`src/rtl/lmsm_sequencer.sv`:
```
// LM/SM micro-op sequencer for the ID stage.
// Splits one register list into per-register load/store micro-ops.
module lmsm_sequencer #(
  parameter int          LIST_W = 8,
  parameter int          OFF_W  = 16,
  parameter logic [3:0]  OPC_LM = 4'b0110,
  parameter logic [3:0]  OPC_SM = 4'b0111,
  localparam int         SEL_W  = $clog2(LIST_W)
) (
  input  logic             clk,
  input  logic             rst,
  input  logic [15:0]      ir_id,
  input  logic             stall,
  input  logic             flush,
  output logic             part_stall,
  output logic [15:0]      ir_next,
  output logic [SEL_W-1:0] reg_sel,
  output logic [OFF_W-1:0] mem_offset,
  output logic             uop_valid,
  output logic             uop_is_load,
  output logic             uop_last,
  output logic             busy
);

  typedef enum logic {
    IDLE,
    SEQ
  } state_t;

  state_t              state_q, state_d;
  logic [LIST_W-1:0]   mask_q, mask_d;
  logic [OFF_W-1:0]    off_q, off_d;

  logic [3:0]          opc;
  logic                is_lmsm;
  logic                active;
  logic [LIST_W-1:0]   list;
  logic [LIST_W-1:0]   onehot;
  logic [LIST_W-1:0]   remaining;
  logic [SEL_W-1:0]    sel;

  always_comb begin
    opc       = ir_id[15:12];
    is_lmsm   = (opc == OPC_LM) || (opc == OPC_SM);
    list      = (state_q == IDLE) ? ir_id[LIST_W-1:0] : mask_q;
    onehot    = list & (~list + 1'b1);
    remaining = list & ~onehot;
    sel       = '0;
    for (int i = LIST_W - 1; i >= 0; i--) begin
      if (list[i]) sel = SEL_W'(i);
    end
    active = (state_q == SEQ) || (is_lmsm && (list != '0));
  end

  // Outputs are combinational and held at zero while reset is asserted.
  always_comb begin
    part_stall  = 1'b0;
    ir_next     = '0;
    reg_sel     = '0;
    mem_offset  = '0;
    uop_valid   = 1'b0;
    uop_is_load = 1'b0;
    uop_last    = 1'b0;
    busy        = 1'b0;
    if (rst && active) begin
      uop_valid   = !flush;
      uop_is_load = (opc == OPC_LM);
      uop_last    = (remaining == '0);
      part_stall  = (remaining != '0);
      reg_sel     = sel;
      mem_offset  = (state_q == SEQ) ? off_q : '0;
      busy        = (state_q == SEQ);
      ir_next     = {ir_id[15:LIST_W], remaining};
    end
  end

  always_comb begin
    state_d = state_q;
    mask_d  = mask_q;
    off_d   = off_q;
    if (flush) begin
      state_d = IDLE;
      mask_d  = '0;
      off_d   = '0;
    end else if (!stall) begin
      unique case (state_q)
        IDLE: begin
          if (active && (remaining != '0)) begin
            state_d = SEQ;
            mask_d  = remaining;
            off_d   = OFF_W'(1);
          end
        end
        SEQ: begin
          if (remaining != '0) begin
            mask_d = remaining;
            off_d  = off_q + OFF_W'(1);
          end else begin
            state_d = IDLE;
            mask_d  = '0;
            off_d   = '0;
          end
        end
        default: state_d = IDLE;
      endcase
    end
  end

  always_ff @(posedge clk or negedge rst) begin
    if (!rst) begin
      state_q <= IDLE;
      mask_q  <= '0;
      off_q   <= '0;
    end else begin
      state_q <= state_d;
      mask_q  <= mask_d;
      off_q   <= off_d;
    end
  end

endmodule

```
`config.mk`:
```
export PLATFORM = sky130hd
export DESIGN_NAME = lmsm_sequencer
export DESIGN_NICKNAME = d
export VERILOG_FILES = /design/src/rtl/lmsm_sequencer.sv
export SDC_FILE = /design/constraint.sdc
export NUM_CORES = 1
export LEC_CHECK = 0
export CAP_MARGIN = 20
export CORE_ASPECT_RATIO = 1.25
export CORE_UTILIZATION = 47
export CTS_CLUSTER_DIAMETER = 50
export CTS_CLUSTER_SIZE = 25
export DETAILED_ROUTE_END_ITERATION = 10
export PLACE_DENSITY = 0.92
export SLEW_MARGIN = 10
export SYNTH_ARGS = -nofsm -noshare
export SYNTH_HDL_FRONTEND = slang
export SYNTH_SLANG_ARGS = --single-unit
```
`constraint.sdc`:
```
create_clock -name clk -period 2.45 [get_ports clk]
set_input_delay 0.245 -clock clk [delete_from_list [all_inputs] [get_ports clk]]
set_output_delay 0.245 -clock clk [all_outputs]
set_load 0.02 [all_outputs]
```
After elaboration in Yosys (flattened, before gate mapping)
Cells that the tools add are included.
{ "op_classes": {"n_addsub": 2, "multipliers": 0, "n_div": 0, "magnitude_cmp": 0, "eq_ne": 4, "n_shift": 0, "n_mux": 33, "n_bitwise": 5, "n_reduce_logical": 10} }
{ "op_table": {"columns": ["op", "n"], "rows": [
  ["$mux 16", 7],
  ["$mux 8", 5],
  ["$pmux 16 s2", 1],
  ["$mux 3", 9],
  ["$add 16x1->16 const B", 1],
  ["$and 8x8->8", 2],
  ["$not 8->8", 2],
  ["$pmux 8 s2", 1],
  ["$reduce_bool 8->1", 2],
  ["$mux 1", 9],
  ["$add 8x1->8 const B", 1],
  ["$eq 4x3->1 const B", 2],
  ["$logic_not 8->1", 1],
  ["$logic_and 1x1->1", 3],
  ["$ne 3x2->1 const B", 1],
  ["$logic_or 1x1->1", 2],
  ["$ne 2x1->1 const B", 1],
  ["$pmux 1 s2", 1],
  ["$reduce_and 2->1", 1],
  ["$logic_not 1->1", 1],
  ["$not 1->1", 1]
]} }
{ "totals": {"register_bits": 25, "latchBits": 0, "mem_bits_rw": 0, "rom_bits": 0, "in_bits": 20, "elab_cells": 57, "n_memories": 0} }

Depth between registers and ports, before layout
{ "depth": {"depth_word": 12, "mapped_depth": 9, "mapped_depth_nobuf": 7} }

Worst setup path before layout
Ideal clock, no wire load.
{ "synth_timing": {"path_type": "register -> output", "from": "reg state_q", "to": "out ir_next[2]", "arrival_ps": 2012, "slack_ps": 193, "path_stages_with_launch": 9, "n_path_buf": 2, "cell_sequence": "dfrtp_1 buf_6 mux2i_2 o211ai_2 o31ai_1 nand2_1 nand2_1 buf_2 nor3_1"} }
{ "synth_via": {"elab_chain_len": 7} }
{ "synth_lines": {"columns": ["element", "line", "rtl"], "rows": [
  ["from (decl)", "30", "state_t state_q, state_d;"],
  ["from (signal assigned)", "115", "state_q <= state_d;"],
  ["$mux 8", "45", "list = (state_q == IDLE) ? ir_id[LIST_W-1:0] : mask_q;"],
  ["$not 8->8", "46", "onehot = list & (~list + 1'b1);"],
  ["$add 8x1->8", "46", null],
  ["$and 8x8->8", "46", null],
  ["$not 8->8", "47", "remaining = list & ~onehot;"],
  ["$and 8x8->8", "47", null],
  ["$mux 16 (*)", "65", "if (rst && active) begin"],
  ["to (decl)", "16", "output logic [15:0] ir_next,"]
]} }
Every way passes the cells marked *; elsewhere a longest branch is shown, timed or not.

Worst setup path after layout
{ "layout_timing": {"from": "reg state_q", "to": "reg off_q[3]"} }
{ "layout_via": {"elab_chain_len": 11} }
{ "layout_lines": {"columns": ["element", "line", "rtl"], "rows": [
  ["$mux 8", "45", null],
  ["$not 8->8", "46", null],
  ["$add 8x1->8", "46", null],
  ["$and 8x8->8", "46", null],
  ["$not 8->8", "47", null],
  ["$and 8x8->8", "47", null],
  ["$reduce_bool 8->1", "88, 95", null],
  ["$mux 16", "95", "if (remaining != '0) begin"],
  ["$pmux 16 s2", "86", "unique case (state_q)"],
  ["$mux 16", "85", "end else if (!stall) begin"],
  ["$mux 16", "81", "if (flush) begin"],
  ["to (signal assigned)", "113", "off_q <= '0;"],
  ["to (signal assigned)", "117", "off_q <= off_d;"],
  ["to (decl)", "32", "logic [OFF_W-1:0] off_q, off_d;"]
]} }
Parallel ways exist; a longest one is shown, timed or not. The select of a mux whose other input is x is not followed.
A chain may end at the register's enable or synchronous reset.

==> flow_summary_export.csv <==
group,metric,value,unit
status,outcome,"complete, but fails checks",
status,violations,"setup timing",
route,antenna_left,0,
clock_network,htreeDepth,1,
critical_path,critPathCaptureType,"flop",
timing,period_share,100,%
global_routing,grt_max_degree,35,
synthesis,synth.mux.area_fraction,4.71,%
power_and_ir_drop,p_sw_share,28.2,%
synthesis,synth_common_cells,"and3_1, nor2_1, dfrtp_1, o21ai_0, a21oi_1",
timing,max_freq,407,MHz
finish,multi_input_area,1380,um^2
floorplanning,initial_core_util,49.7,%
synthesis,synth_edf_count,0,
timing,tightest_slew,489,ps
power_and_ir_drop,powerDensity,349,nW/um^2
floorplanning,die_y,73.3,um
global_routing,grt_use_met3,3.70,%
synthesis,ys_seq_area_share,31.4,%
critical_path,critical_path_class,"reg -> reg",
finish,stdcell_area,2980,um^2
global_routing,grt_pass1_wl,9680,um
timing,fin_worst_skew,6.73,ps
synthesis,synth_cell_type_count,50,
critical_path,worst_path_most_repeated_cell,"buf_4",
synthesis,avgSynthCellArea,8.00,um^2
finish,area.growth.synth_to_final,55.7,%
global_routing,use_met2,53.2,%
clock_network,clock_sinks,24,
clock_network,cts.reportedPaths.clkPinSlew,90,ps
power_and_ir_drop,cellInternalPower,0.000746,W
route,via_count,2341,
route,drt_iter0_drc,186,
worst_hold_path,hp-class,"in -> async",
clock_network,clockRootBuffer,"clkbuf_8",
critical_path,critPathRequiredTime,2650,ps
route,wl_per_cell,17.6,um
clock_network,clock_latency,270,ps
synthesis,netlist_instances,239,
critical_path,cp_slowest_cell,"dfrtp_2",
clock_network,cts_buffers,3,
global_routing,use_met1,34.0,%
placement,place.gp.congestion,0.974,
finish,drive_gt1_share,31.3,%
finish,utilization,77.4,%
finish,insertedDiodeCount,0,
job,maxCapViolCount,0,
floorplanning,core_area,3850,um^2
route,wirelength,6730,um
finish,seq_area,602,um^2
power_and_ir_drop,leakage,1.36,nW
timing,finalHoldViolCount,0,
power_and_ir_drop,peakVddDrop,0.207,mV
critical_path,cp_slowest_stage_delay,530,ps
global_routing,antenna_found_initial,0,
finish,nets,351,
floorplanning,die_x,59.0,um
timing,period_needed,2450,ps
clock_network,ctsHoldBuffers,0,
synthesis,synth-compound-area-share,23.7,%
synthesis,netlist_area,1910,um^2
synthesis,yosys.area.top_type,"dfrtp_1",
timing,setup_viol,1,
timing,slew_headroom,67.1,%
clock_network,cts_tree,"built",
floorplanning,rows,25,
synthesis,syn-num-nets,260,
synthesis,synthAdderAreaFrac,0.654,%
synthesis,synthSimpleGateAreaFrac,33.6,%
critical_path,critPathArrivalTime,2650,ps
timing,setup_ws,-4.09,ps
synthesis,synthArstFlopShare,100,%
power_and_ir_drop,power_switching,0.000293,W
route,vias_per_cell,6.11,
finish,n_fill_cell,257,
power_and_ir_drop,sequentialPowerShare,39.3,%
placement,place_area,2780,um^2
synthesis,ys_ff_latch,24,
floorplanning,pin_count,60,
global_routing,gr-total-overflow,0,
synthesis,synth_top_area_share,31.4,%
floorplanning,dieArea,4330,um^2
route,route.detailed.drc,0,
synthesis,yosys_warnings,0,
critical_path,cp-start-kind,"flop",
clock_network,cts.path.max_buffers,2,
synthesis,ys.flop_type,"dfrtp_1",
power_and_ir_drop,combPwrFrac,26.2,%
placement,io_buffers,58,
placement,hpwl,4400,um
synthesis,yosysMostFrequentCell,"and3_1",
route,first_pass_iters,4,
synthesis,synth_top_family_by_area,"simple AND/OR/NAND/NOR gates",
global_routing,grt_pass1_vias,2116,
global_routing,grt-busiest-layer,"met2",
timing,maxSlewViolCount,0,
timing,rsz0062_at_grt,"yes",
synthesis,synth_xor_area_share,0,%
synthesis,synth_area_leaders,"dfrtp_1, and3_1, nor2_1",
critical_path,crit_fanout,10,
critical_path,crit_path_cell_trace,"buf_12 > mux2i_1 > o21ai_0 > o21ai_2 > buf_4 > and4_4 > buf_4 > o21bai_1 > buf_4 > o211ai_1",
global_routing,grt_usage,29.4,%
power_and_ir_drop,p_clk_share,34.5,%
-- power by group through the flow --
stage / Clock [W] / Combinational, W / Sequential, W
5_1_grt: 0.000377 / 0.000287 / 0.000409
3_5_place_dp: 0 / 0.000228 / 0.000414
2_1_floorplan: 0 / 0.000104 / 0.000412
3_3_place_gp: 0 / 0.000221 / 0.000414
4_1_cts: 0.000360 / 0.000230 / 0.000406
6_report: 0.000358 / 0.000272 / 0.000408
-- cell usage in the layout, fill, tap and decap left out, types with 3 or more instances in the layout --
master and count:
clkdlybuf4s50_1 37, buf_4 38, a21oi_1 12, o21ai_2 4, mux2i_4 3, buf_2 17
nor2b_1 3, and2_1 3, nor3_1 9, buf_6 5, nand2b_1 3, a221o_1 8
dfrtp_1 23, clkbuf_8 3, nand3_1 7, or3_1 4, and3_1 30, nand2_1 10
mux2i_1 3, inv_1 6, nor2_1 26, or2_2 4, o21ai_0 17, a22oi_1 4
-- sequential cells by signal, indices dropped and copies added, names as in the netlist --
name and flops:
state_q 1, mask_q 7, off_q 16
-- through the flow --
step	worst slack [ps]	std cells	hold WS, ps	setup TNS [ps]	power [W]
finish	-4.09	383	417	-4.09	0.00104
global route	-82.0	383	409	-1080	0.00107
CTS	-9.67	381	414	-29.8	0.000996
detailed placement	-312	375	538	-7590	0.000642
global placement	-184	375	532	-4230	0.000635
floorplan	193	239	-50.6	0	0.000515
-- worst max-delay path: cells and delay by family (launching register included) --
| kind | cells | cell delay (ps) |
|---|---|---|
| buf+inv | 4 | 630 |
| compound gates | 4 | 600 |
| flops | 1 | 530 |
| mux | 1 | 340 |
| simple gates | 1 | 280 |
-- final timing paths --
path                                      start                     to  slack (ps)  depth (start not counted)
setup / recovery            state_q$_DFFE_PN0P_   off_q[3]$_DFFE_PN0P_          -4                         10
hold / removal                              rst  off_q[14]$_DFFE_PN0P_         420                          2
setup reg to reg            state_q$_DFFE_PN0P_   off_q[3]$_DFFE_PN0P_          -4                         10
hold reg to reg            off_q[7]$_DFFE_PN0P_   off_q[7]$_DFFE_PN0P_         550                          1
max in group asynchronous                   rst    state_q$_DFFE_PN0P_        1710                          2
min in group clk           off_q[7]$_DFFE_PN0P_   off_q[7]$_DFFE_PN0P_         550                          1
-- area by class of cell --
type / count / share of cell area (%)
flip-flops and latches: 24 / 20.2
repair buffers: 99 / 28.1
multi-input cells: 196 / 46.2
clock inverters: 1 / 1.01
well taps: 54 / 2.27
inverters: 6 / 0.757
clock buffers: 3 / 1.39
-- cells by family (layout without fill, tap and decap cells) --
family                   Yosys count  count (layout)
AO/OA/AOI/OAI                     66              66
adder cells (fa/ha/maj)            1               1
buffers and inverters             20             109
flip-flops                        24              24
multiplexers                       8               8
other                              1               1
AND/OR/NAND/NOR                  119             120
-- metal layers --
layer,vias up,part of all wire [%]
met3,21,5.3
li1,1076,-
met5,-,0
met2,116,53
met4,0,2.5
met1,1128,39
-- timing repair --
| item | 4_1_cts | 5_1_grt |
|---|---|---|
| endpoints found under the setup margin | 35 | 36 |
| setup buffers | 2 | 1 |
| pin swaps | 4 | 3 |
| resized for setup | 97 | 34 |
| gates cloned | 0 | 1 |
Note: power is estimated with default switching activity, not from simulation.
==> RTL edit 1, RTL diff (same settings) <==
Make the reset (`rst`) synchronous in one clocked block.
--- a/src/rtl/lmsm_sequencer.sv
+++ b/src/rtl/lmsm_sequencer.sv
@@ -107,5 +107,5 @@
   end
 
-  always_ff @(posedge clk or negedge rst) begin
+  always_ff @(posedge clk) begin
     if (!rst) begin
       state_q <= IDLE;
Check against the original RTL: no difference found for any inputs over 10 cycles, from zero or initial values and one cycle with rst low; that may be too few to reach the edited logic, so the function may still have changed.
==> RTL edit 1 against the original RTL <==
  * The flow still finishes with violations (negative setup slack)
  * Global-route usage increased by 3.7 points
  * Synthesized cell count increased by 7.9%
  * Worst setup slack got worse by 0.022 ns
  * Power decreased by 2.9%
  * First-iteration DRC count increased by 20%
  * Sequential power decreased by 4%
  * Sequential cell count unchanged
  * Fmax decreased by 0.87%
  * Area after synthesis increased by 3.7%
  * Wire length increased by 19%
  * Register-to-register slack improved by 0.03 ns
  * Hold slack improved by 0.071 ns
  * Design area increased by 3.9%
==> RTL edit 1: results (changes against the original RTL) <==
[route]
dr.first_iter.drc_count = 224  ; was 186
viasPerCell = 6.42  ; was 6.11
drtPass1Iterations = 5  ; was 4
drt-total-wl_mm = 8.02  ; was 6.73 mm

[logic_synthesis]
synth_area_leader_cell = dfxtp_1  ; was dfrtp_1
synth_fa_ha_area_frac = 0.00631  ; was 0.00654
synth.area.top_cells = dfxtp_1 (24%), and3_1 (6.6%), nand2_1 (5.7%), a211oi_2 (4.4%), o22ai_1 (4.1%)  ; was dfrtp_1 (31%), and3_1 (10%), nor2_1 (5.1%), o21ai_0 (4.7%), a221o_1 (4.2%)
synth_compound_area_frac = 0.287  ; was 0.237
synth-xor-area-share = 0  ; unchanged
ys_async_sr_fraction = 0  ; was 1.00
synthMuxAreaShare = 0.0448  ; was 0.0471
ys_top_cells_by_count = nand2_1 (30), dfxtp_1 (24), and3_1 (21)  ; was and3_1 (32), nor2_1 (26), dfrtp_1 (24)
ys_seq_area_frac = 0.242  ; was 0.314
ys_types = 51  ; was 50

[placed_design]
dpl.hpwl_mm = 4.81  ; was 4.40 mm
gp_congestion = 0.991  ; was 0.974
dpl-instance-area_um2 = 2890  ; was 2780 um2

[layout]
layout.nets = 373  ; was 351
drive_above_1_share = 0.348  ; was 0.313
n_all_inverters = 3  ; was 6
regArea_um2 = 484  ; was 602 um2
num-fill-cells = 267  ; was 257
reg.largest.list = off_q x16, mask_q x7, state_q x1  ; unchanged
multi_input_gates = 215  ; was 196
clk_share = 0.0231  ; was 0.0240
buffers = 105  ; was 99
buffer_area_frac = 0.299  ; was 0.281
multi_input_area_share = 0.495  ; was 0.462
syn_to_final_growth_pct = 56.0  ; was 55.7%

[worst_setup_path]
cp-endpoint = ir_next[6]  ; was off_q[3]
rrSetupSlack_ns = 0.03  ; was -0.004 ns
cp.arrival_ns = 2.23  ; was 2.65 ns
worstSetupStartpoint = state_q  ; unchanged
crit_fanout = 7  ; was 10
reg2reg_to = mask_q[2]  ; was off_q[3]

[pwr]
powerClk_uw = 371  ; was 358 uW
p_leak_nw = 1.17  ; was 1.36 nW
comb_power_share = 0.244  ; was 0.262
p_sw_frac = 0.281  ; was 0.282
peakVddDrop_mv = 0.309  ; was 0.207 mV

[clocking]
cts_buffer_depth = 2  ; unchanged
ctsResizeCount = 67  ; was 97
clock_latency_ns = 0.29  ; was 0.27 ns

[hold_path]
min_path_type = reg -> reg  ; was in -> async

[outcome]
status = finished, violations left  ; unchanged
violations = negative setup slack  ; unchanged

[floorplanning]
dieArea_um2 = 4480  ; was 4330 um2

[grt]
first_global_vias = 2349  ; was 2116
antenna_found_initial = 0  ; unchanged
grt_use_total = 0.331  ; was 0.294
grt_max_degree = 26  ; was 35
grt_pass1_wl_mm = 11.3  ; was 9.68 mm

[sta]
fin_skew_ns = 0.00307  ; was 0.00673 ns
setup_violations = 1  ; unchanged
layout_setup_ws_ns = -0.0256  ; was -0.00409 ns

[RTL edit 1: routing by layer]
metal / vias up / global-route usage / routed length (um)
li1: 1150 / - / -
met5: - / 0 / 0
met2: 189 / 0.615 / 4250
met4: 0 / 0.137 / 272
met3: 40 / 0.0609 / 673
met1: 1233 / 0.362 / 2820
[RTL edit 1: critical path, stage by stage, from the launching register on]
cell     delay [ns]
dfxtp_4        0.37
buf_12         0.14
and2b_1        0.18
o22ai_2        0.25
o31ai_4        0.12
and2_4         0.20
buf_6          0.12
nor2b_4        0.20
and3_1         0.21
buf_4          0.14
[RTL edit 1: metrics by stage]
| step | std cells | TNS [ns] | setup slack, ns | total power, mW |
|---|---|---|---|---|
| 3_3_place_gp | 395 | -5.94 | -0.391 | 0.603 |
| 4_1_cts | 402 | -0.0136 | -0.0136 | 0.977 |
| 5_1_grt | 407 | -0.654 | -0.0752 | 1.03 |
| 2_1_floorplan | 258 | 0 | 0.0927 | 0.501 |
| 3_5_place_dp | 395 | -7.58 | -0.490 | 0.609 |
| 6_report | 407 | -0.0256 | -0.0256 | 1.01 |
[RTL edit 1: logic make-up (layout without fill, tap and decap cells)]
logic type / Yosys count / after routing
other: 1 / 1
muxes: 8 / 8
and+or+nand+nor: 129 / 130
AOI/OAI and AO/OA: 74 / 75
adders and majority gates: 1 / 1
DFF: 24 / 24
buffers and inverters: 21 / 112
[RTL edit 1: worst min path at each step]
stage / from / endpoint / slack, ns / cells past startpoint
3_3_place_gp: mask_q[1] / mask_q[1] / 0.46 / 2
2_1_floorplan: stall / state_q / 0.41 / 2
3_5_place_dp: mask_q[1] / mask_q[1] / 0.48 / 2
6_report: mask_q[1] / mask_q[1] / 0.49 / 2
5_1_grt: mask_q[1] / mask_q[1] / 0.53 / 2
4_1_cts: mask_q[1] / mask_q[1] / 0.49 / 2
==> RTL edit 2, RTL diff (same flow settings) <==
Without the edit above. Change the parameter `OFF_W` from 16 to 24.
--- a/src/rtl/lmsm_sequencer.sv
+++ b/src/rtl/lmsm_sequencer.sv
@@ -3,5 +3,5 @@
 module lmsm_sequencer #(
   parameter int          LIST_W = 8,
-  parameter int          OFF_W  = 16,
+  parameter int          OFF_W  = 24,
   parameter logic [3:0]  OPC_LM = 4'b0110,
   parameter logic [3:0]  OPC_SM = 4'b0111,
Interface: changed (resized mem_offset); port bits go from 60 to 68. The function was not compared with the original's and may differ.
==> RTL edit 2 against the original RTL <==
  * The flow still finishes with violations (negative setup slack)
  * Design area is 39% higher
  * Wire length is 78% higher
  * Power is 47% higher
  * First-iteration DRC count grew to 2.8 times the old value
  * Area after synthesis is 36% higher
  * Worst setup slack worse by 0.31 ns
  * Sequential cell count is 8 higher
  * Largest power group unchanged
  * Highest routed layer unchanged
==> RTL edit 2: results (changes against the original RTL) <==
[layout]
layout.nets = 443  ; was 351
final_cell_area_um2 = 4150  ; was 2980 um2

[hold_path]
min_path_type = reg -> reg  ; was in -> async

[worst_setup_path]
slowest_delay_ns = 0.44  ; was 0.53 ns
slowest_stage = mux2_2  ; was dfrtp_2
critPathTopFamily = compound AO/OA/AOI/OAI gates  ; was buffers and inverters
crit_fanout = 9  ; was 10
reg2reg_to = mask_q[4]  ; was off_q[3]
cp.arrival_ns = 2.93  ; was 2.65 ns
r2r_cells = 11  ; was 10

[pwr]
p_leak_nw = 1.77  ; was 1.36 nW
peakVddDrop_mv = 0.403  ; was 0.207 mV
p_int_mw = 1.04  ; was 746 uW

[sta]
setup_violations = 51  ; was 1
fin_skew_ns = 0.0193  ; was 0.00673 ns
layout_setup_ws_ns = -0.313  ; was -0.00409 ns
setup_tns_ns = -5.40  ; was -0.00409 ns

[route]
drtPass1Iterations = 6  ; was 4
drt-total-wl_mm = 12.0  ; was 6.73 mm
wl_met3_mm = 1.29  ; was 359 um
vias = 3509  ; was 2341
drt-met1-wl_mm = 3.95  ; was 2.65 mm
wl_met2_mm = 5.74  ; was 3.56 mm
viasPerCell = 7.22  ; was 6.11

[logic_synthesis]
syn-num-nets = 338  ; was 260
synth_fa_ha_area_frac = 0.00482  ; was 0.00654
ys_seq_area_frac = 0.309  ; was 0.314
ys_types = 55  ; was 50
ys_top_cells_by_count = and3_1 (33), dfrtp_1 (32), nand3_1 (26)  ; was and3_1 (32), nor2_1 (26), dfrtp_1 (24)
synthMuxAreaShare = 0.0728  ; was 0.0471
syn_avg_cell_area_um2 = 8.18  ; was 8.00 um2
synth.area.top_cells = dfrtp_1 (31%), and3_1 (8.0%), nand3_1 (5.0%), mux2i_1 (4.2%), nor2_1 (3.5%)  ; was dfrtp_1 (31%), and3_1 (10%), nor2_1 (5.1%), o21ai_0 (4.7%), a221o_1 (4.2%)

[grt]
grt_use_total = 0.349  ; was 0.294
use_met2 = 0.560  ; was 0.532
use_met1 = 0.394  ; was 0.340
grt_use_met3 = 0.117  ; was 0.0370
first_global_vias = 3039  ; was 2116
grt_pass1_wl_mm = 15.2  ; was 9.68 mm

[clocking]
ctsResizeCount = 118  ; was 97
cts_made_buffers = 5  ; was 3
clock_latency_ns = 0.30  ; was 0.27 ns
hold_buffers = 1  ; was 0

[outcome]
status = finished, violations left  ; unchanged
violations = negative setup slack  ; unchanged

[placed_design]
dp_slack_ns = -0.265  ; was -0.312 ns
dpl.hpwl_mm = 6.04  ; was 4.40 mm
place_inst = 464  ; was 375

[RTL edit 2: cell count changes after synthesis, moves of 5 or more]
cell	change
mux2i_1	+7
mux2_2	+5
dfrtp_1	+8
a311oi_1	+9
nand3_1	+18
and2_1	+7
a221o_1	-8
a31oi_1	+9
clkbuf_1	+12
nand4_1	+8
nand2_1	+6
a21oi_1	-12
[RTL edit 2: power groups by stage]
stage,Combinational (mW),Clock [mW],Sequential [mW]
floorplan,0.155,0,0.561
global placement,0.303,0,0.562
detailed placement,0.313,0,0.564
CTS,0.334,0.508,0.553
global route,0.460,0.545,0.560
finish,0.442,0.526,0.557
[RTL edit 2: area by class of cell]
cell class	instances	share of cell area
Sequential cell	32	0.193
Timing Repair Buffer	126	0.288
Inverter	3	0.00272
Multi-Input combinational cell	254	0.470
Antenna cell	1	0.000604
Clock inverter	2	0.00845
Tap cell	62	0.0187
Clock buffer	6	0.0175
